## config.mk

```make
export PLATFORM = sky130hd
export DESIGN_NAME = register_file_mp
export DESIGN_NICKNAME = d
export VERILOG_FILES = /design/src/rtl/rf_pkg.sv /design/src/rtl/rf_scoreboard.sv /design/src/rtl/register_file_mp.sv
export SDC_FILE = /design/constraint.sdc
export NUM_CORES = 2
export LEC_CHECK = 0
export BUFFER_PORTS_ARGS = -buffer_cell sky130_fd_sc_hd__buf_4
export CAP_MARGIN = 20
export CORE_UTILIZATION = 45
export CTS_CLUSTER_DIAMETER = 200
export DETAILED_ROUTE_END_ITERATION = 8
export PLACE_DENSITY_LB_ADDON = 0.25
export SYNTH_ARGS = -nofsm -noshare
export SYNTH_HDL_FRONTEND = slang
export SYNTH_HIERARCHICAL = 1
export SYNTH_SLANG_ARGS = --single-unit
```

## constraint.sdc

```tcl
create_clock -name i_clk -period 32.8 [get_ports i_clk]
set_input_delay 1.64 -clock i_clk [delete_from_list [all_inputs] [get_ports i_clk]]
set_output_delay 1.64 -clock i_clk [all_outputs]
set_load 0.02 [all_outputs]
```

## src/rtl/rf_pkg.sv

```systemverilog
// Shared defaults and constants for the pipelined register file.
package rf_pkg;

   localparam int DEF_DATA_WIDTH   = 32;
   localparam int DEF_NUM_REGISTER = 32;

   // Register x0 is hard-wired to zero and never becomes pending.
   localparam int X0_ADDR = 0;

endpackage

```

## src/rtl/rf_scoreboard.sv

```systemverilog
// Pending-producer scoreboard: one busy bit per register plus a running count
// of how many bits are set. Flush beats issue, and issue beats writeback.
module rf_scoreboard
   import rf_pkg::*;
#(
   parameter  int NUM_REGISTER = DEF_NUM_REGISTER,
   localparam int ADDR_W       = $clog2(NUM_REGISTER),
   localparam int CNT_W        = $clog2(NUM_REGISTER) + 1
) (
   input  logic                    clk,
   input  logic                    rst,
   input  logic                    issue,
   input  logic [ADDR_W-1:0]       issue_addr,
   input  logic                    we,
   input  logic [ADDR_W-1:0]       rd_addr,
   input  logic                    flush,
   output logic [NUM_REGISTER-1:0] busy,
   output logic [CNT_W-1:0]        pending_cnt
);

   localparam logic [ADDR_W-1:0] ZERO_ADDR = ADDR_W'(X0_ADDR);

   logic                    issue_hit;
   logic                    wb_hit;
   logic                    inc;
   logic                    dec;
   logic [NUM_REGISTER-1:0] busy_next;

   // Next busy vector and counter deltas; a same-cycle issue keeps its bit set.
   always_comb begin
      issue_hit = issue && (issue_addr != ZERO_ADDR);
      wb_hit    = we && (rd_addr != ZERO_ADDR);
      inc       = issue_hit && !busy[issue_addr];
      dec       = wb_hit && busy[rd_addr] && !(issue_hit && (issue_addr == rd_addr));
      busy_next = busy;
      if (dec) begin
         busy_next[rd_addr] = 1'b0;
      end
      if (issue_hit) begin
         busy_next[issue_addr] = 1'b1;
      end
      busy_next[0] = 1'b0;
   end

   // Busy bits and counter update together so the count always matches the bits.
   always_ff @(posedge clk or posedge rst) begin
      if (rst) begin
         busy        <= '0;
         pending_cnt <= '0;
      end else if (flush) begin
         busy        <= '0;
         pending_cnt <= '0;
      end else begin
         busy        <= busy_next;
         pending_cnt <= pending_cnt + CNT_W'(inc) - CNT_W'(dec);
      end
   end

endmodule

```

## src/rtl/register_file_mp.sv

```systemverilog
// Multi-read-port register file with write-first bypass, RAW stall detection
// and a pending-producer scoreboard with flush.
module register_file_mp
   import rf_pkg::*;
#(
   parameter  int DATA_WIDTH   = DEF_DATA_WIDTH,
   parameter  int NUM_REGISTER = DEF_NUM_REGISTER,
   parameter  int NUM_READ     = 2,
   parameter  int RESET_INDEX  = 0,
   localparam int ADDR_W       = $clog2(NUM_REGISTER),
   localparam int CNT_W        = $clog2(NUM_REGISTER) + 1
) (
   input  logic                           i_clk,
   input  logic                           i_rst,
   input  logic                           i_we,
   input  logic [ADDR_W-1:0]              i_rd_addr,
   input  logic [DATA_WIDTH-1:0]          i_rd,
   input  logic [NUM_READ*ADDR_W-1:0]     i_rs_addr,
   input  logic [NUM_READ-1:0]            i_rs_valid,
   output logic [NUM_READ*DATA_WIDTH-1:0] o_rs,
   output logic [NUM_READ-1:0]            o_rs_busy,
   output logic                           o_stall,
   input  logic                           i_issue,
   input  logic [ADDR_W-1:0]              i_issue_addr,
   input  logic                           i_flush,
   output logic [CNT_W-1:0]               o_pending_cnt
);

   localparam logic [ADDR_W-1:0] ZERO_ADDR = ADDR_W'(X0_ADDR);

   logic [DATA_WIDTH-1:0]   mem [NUM_REGISTER];
   logic [NUM_REGISTER-1:0] busy;

   // Data array: reset to zero or to the register index; writes to x0 are dropped.
   always_ff @(posedge i_clk or posedge i_rst) begin
      if (i_rst) begin
         for (int i = 0; i < NUM_REGISTER; i++) begin
            mem[i] <= (RESET_INDEX != 0) ? DATA_WIDTH'(i) : '0;
         end
      end else if (i_we && (i_rd_addr != ZERO_ADDR)) begin
         mem[i_rd_addr] <= i_rd;
      end
   end

   // Each read port is a pure mux: x0, then the in-flight writeback, then the array.
   // A matching writeback also resolves that port's hazard in the same cycle.
   for (genvar k = 0; k < NUM_READ; k++) begin : g_read
      logic [ADDR_W-1:0] addr;
      logic              bypass;

      assign addr   = i_rs_addr[k*ADDR_W +: ADDR_W];
      assign bypass = i_we && (i_rd_addr == addr);

      assign o_rs[k*DATA_WIDTH +: DATA_WIDTH] = (addr == ZERO_ADDR) ? '0 :
                                                bypass              ? i_rd :
                                                                      mem[addr];
      assign o_rs_busy[k] = busy[addr] & ~bypass;
   end

   assign o_stall = |(i_rs_valid & o_rs_busy);

   rf_scoreboard #(
      .NUM_REGISTER (NUM_REGISTER)
   ) u_scoreboard (
      .clk         (i_clk),
      .rst         (i_rst),
      .issue       (i_issue),
      .issue_addr  (i_issue_addr),
      .we          (i_we),
      .rd_addr     (i_rd_addr),
      .flush       (i_flush),
      .busy        (busy),
      .pending_cnt (o_pending_cnt)
   );

endmodule
```

==> summary.txt <==
Min path
  • Hold path start: mem[1001]
  • Hold path cells: 0
  • Worst hold path endpoint: mem[1001]
  • Hold Path Class: reg -> reg

Setup path
  • Max Fanout on Critical Path: between 100 and 150
  • CP required: just over 30 ns
  • Critical path class: in -> out
  • CP Capture Type: primary output
  • Buffer and inverter count on the worst path: 5
  • Worst r2r src: u_scoreboard/busy[15]
  • Crit-path slowest cell: buf_4
  • CP arrival: 6.20 ns
  • CP top delay family: buffers and inverters
  • R2R depth: 11
  • Worst R2R Setup Slack: 29.35 ns
  • Startpoint Class: primary input
  • Capturing point of the worst reg2reg path: u_scoreboard/pending_cnt[5]
  • Most common cell on crit path: buf_4
  • Cell Chain, Critical Path: buf_8 -> buf_4 -> buf_12 -> buf_4 -> mux2i_1 -> a211o_1 -> o32ai_1 -> a21oi_1 -> a21oi_1 -> buf_4
  • CP peak stage delay: 0.91 ns

Yosys
  • Mean post-synth cell area: between 10 and 15 um2
  • Syn_nets: 4034
  • Synth area leaders: dfrtp_1, mux4_2, mux2_2, mux2i_1, clkbuf_1
  • Dominant synthesized flop cell: dfrtp_1
  • Synthesized cell area: 57700 um2
  • Area leader, netlist: dfrtp_1
  • Top cell type's share of synthesized area: 0.460
  • Mapped Cells: 3968
  • EDFF count, synth: 0
  • Sequential share of the synthesized area: 0.460
  • Yosys cell types: 68
  • Post-synthesis simple-gate area fraction: 0.0268
  • Post-synthesis async set-or-reset flop share: 1.00
  • Synth Area in XOR/XNOR: 0.00289
  • Post-Synth Adder-Cell Area: 0.00165
  • Post-synthesis mux area share: 0.417
  • Yosys reg bits: ~1100
  • Largest family of logic cells by synthesized area: multiplexers
  • Yosys warnings: 6
  • Compound-Gate Fraction of Synth Area: 0.0540

Global route
  • Initial antenna violation count: 7
  • Global-route wire length before repair: ~280000 um
  • Global Route Usage Sum: 0.292
  • Largest net degree at the start of global routing: 171
  • Congestion Overflow GR: 0
  • Vias in the first global route: about 38000

Die
  • Die Area: 130000 um2
  • I/O pin cnt: 132
  • Core area: 126000 um2
  • Cell Rows: 130
  • Die height: 360 um
  • Die width: 360 um
  • Initial core utilization: 0.456

CTS
  • Cts hold-fix bufs: 0
  • Worst skew pair latency: 0.73 ns
  • Setup Fix Bufs, Post-CTS: 0
  • Root Buffer: clkbuf_16
  • Clock-pin slew on the worst setup and hold paths: 0.06 ns
  • CTS tree: done
  • H-tree depth: 3
  • Post_cts resized: 0
  • Sink Count: approximately 1100
  • CTS Buf Count: 117
  • Clk buf depth: 3

Timing
  • Final setup fails: 0
  • Fin. max-slew vios: 0
  • Fmax: around 130 MHz
  • Final Hold Fails: 0
  • Setup WS post-layout: 24.96 ns
  • Max-slew headroom: 0.238
  • Crit share post-route: 0.239
  • Worst-margin pin slew: 1.14 ns
  • RSZ-0062 raised after global routing: false
  • Layout Skew: 0.0146 ns
  • Crit path time final: around 7.8 ns
  • Fin Hold WS: roughly 0.39 ns
  • TNS Setup: 0 ns

Placed design
  • DP Worst Slack: 24.83 ns
  • RD Place Congestion: 0.829
  • Detailed placement HPWL: 105000 um
  • # port buffers: ~130
  • Placement Cell Area: around 60000 um2

Final layout
  • Area grow syn2layout: 10.8%
  • Post-Layout Inst Area: 63900 um2
  • Commonest non-fill, non-tap cell in the layout: dfrtp_1
  • Nets: 3915
  • # fillers: ~11000
  • Register area: 26600 um2
  • Share of layout cells above drive strength 1: 0.488
  • Most frequent cells in the layout: dfrtp_1, mux2_2, mux4_2
  • Multi-input gate area in the final layout: 29300 um2

Drt
  • DRC viols: 0
  • Overall routed net length: 188000 um
  • First-pass iteration count of the detailed router: 5
  • Final ANT Viol Nets: 0
  • Wire per inst: 33.6 um
  • DR vias: 38000
  • Vias per inst: 6.78
  • Initial DRC count: ~4000

Power
  • Internal power: 2.87 mW
  • Net Sw Power: 1.09 mW
  • PD cells: about 62 nW/um2
  • VDD IR max: 0.0000439 V
  • Combinational fraction of design power: 0.205
  • Sequential share of power: 0.435
  • Static leakage: 27.4 nW
  • Switch share: 0.276
  • Clock power frac: 0.360
  • Design Power: approximately 4.0 mW

Job
  • Max_cap viols: 0

Outcome
  • Status: completed
==> routing by layer <==
metal | track usage | wire length, um | share of wire | up-vias
li1 | - | - | - | 15200
met1 | 0.410 | 77000 | 0.41 | 20500
met2 | 0.447 | 86300 | 0.46 | 1851
met3 | 0.0588 | 16900 | 0.090 | 424
met4 | 0.111 | 7760 | 0.041 | 4
met5 | 0 | 22 | 0.00012 | -
==> worst max-delay path by stage <==
stage	from	cells past startpoint	endpoint	slack, ns
6_report	i_rs_addr[5]	10	o_rs[36]	24.96
5_1_grt	i_rs_addr[5]	10	o_rs[36]	24.61
4_1_cts	i_rs_addr[5]	10	o_rs[36]	24.83
3_5_place_dp	i_rs_addr[5]	10	o_rs[36]	24.83
3_3_place_gp	i_rs_addr[5]	10	o_rs[36]	24.83
2_1_floorplan	i_rst	1	mem[0]	2.34
==> cell usage after synthesis (all sizes together), types with 6 or more instances <==
master / n
nand3b: 7
a211o: 9
o21ai: 37
nand3: 47
a221oi: 15
a211oi: 39
nand2: 74
a21oi: 67
inv: 13
a31oi: 32
dfrtp: 1061
a22oi: 108
clkbuf: 229
mux2i: 108
mux2: 995
o22ai: 91
nor3: 12
ha: 6
nor2b: 15
nand2b: 7
nor2: 128
a22o: 34
buf: 227
xnor2: 14
mux4: 522
==> power by group through the flow <==
stage | clock (mW) | combinational, mW | sequential, mW
2_1_floorplan | 0 | 0.637 | 1.69
3_3_place_gp | 0 | 0.793 | 1.73
3_5_place_dp | 0 | 0.809 | 1.74
4_1_cts | 1.44 | 0.811 | 1.72
5_1_grt | 1.50 | 0.866 | 1.76
6_report | 1.43 | 0.811 | 1.73
==> kinds of logic after synthesis <==
| group | count (synthesis) |
|---|---|
| AND/OR/NAND/NOR | 330 |
| other | 1 |
| buffers and inverters | 470 |
| multiplexers | 1625 |
| flip-flops | 1061 |
| XOR/XNOR | 19 |
| adder cells (fa/ha/maj) | 7 |
| AO/OA/AOI/OAI | 455 |
==> through the flow <==
step                 util  instances
floorplan               -       3968
global placement    0.472       5378
detailed placement  0.472       5378
CTS                 0.505       5597
global route        0.505       5600
finish              0.505       5601
==> area by class of cell <==
class,count,area share
Timing Repair Buffer,218,0.0275
Sequential cell,1061,0.416
Clock buffer,168,0.0534
Clock inverter,51,0.0117
Inverter,14,0.000940
Multi-Input combinational cell,2437,0.458
Antenna cell,2,0.0000784
Tap cell,1650,0.0323
==> state kept, by name, summed over array words and instances, names as in the netlist <==
| register | count |
|---|---|
| mem | 1024 |
| u_scoreboard/busy | 31 |
| u_scoreboard/pending_cnt | 6 |
Note: power is estimated with default switching activity, not from simulation.
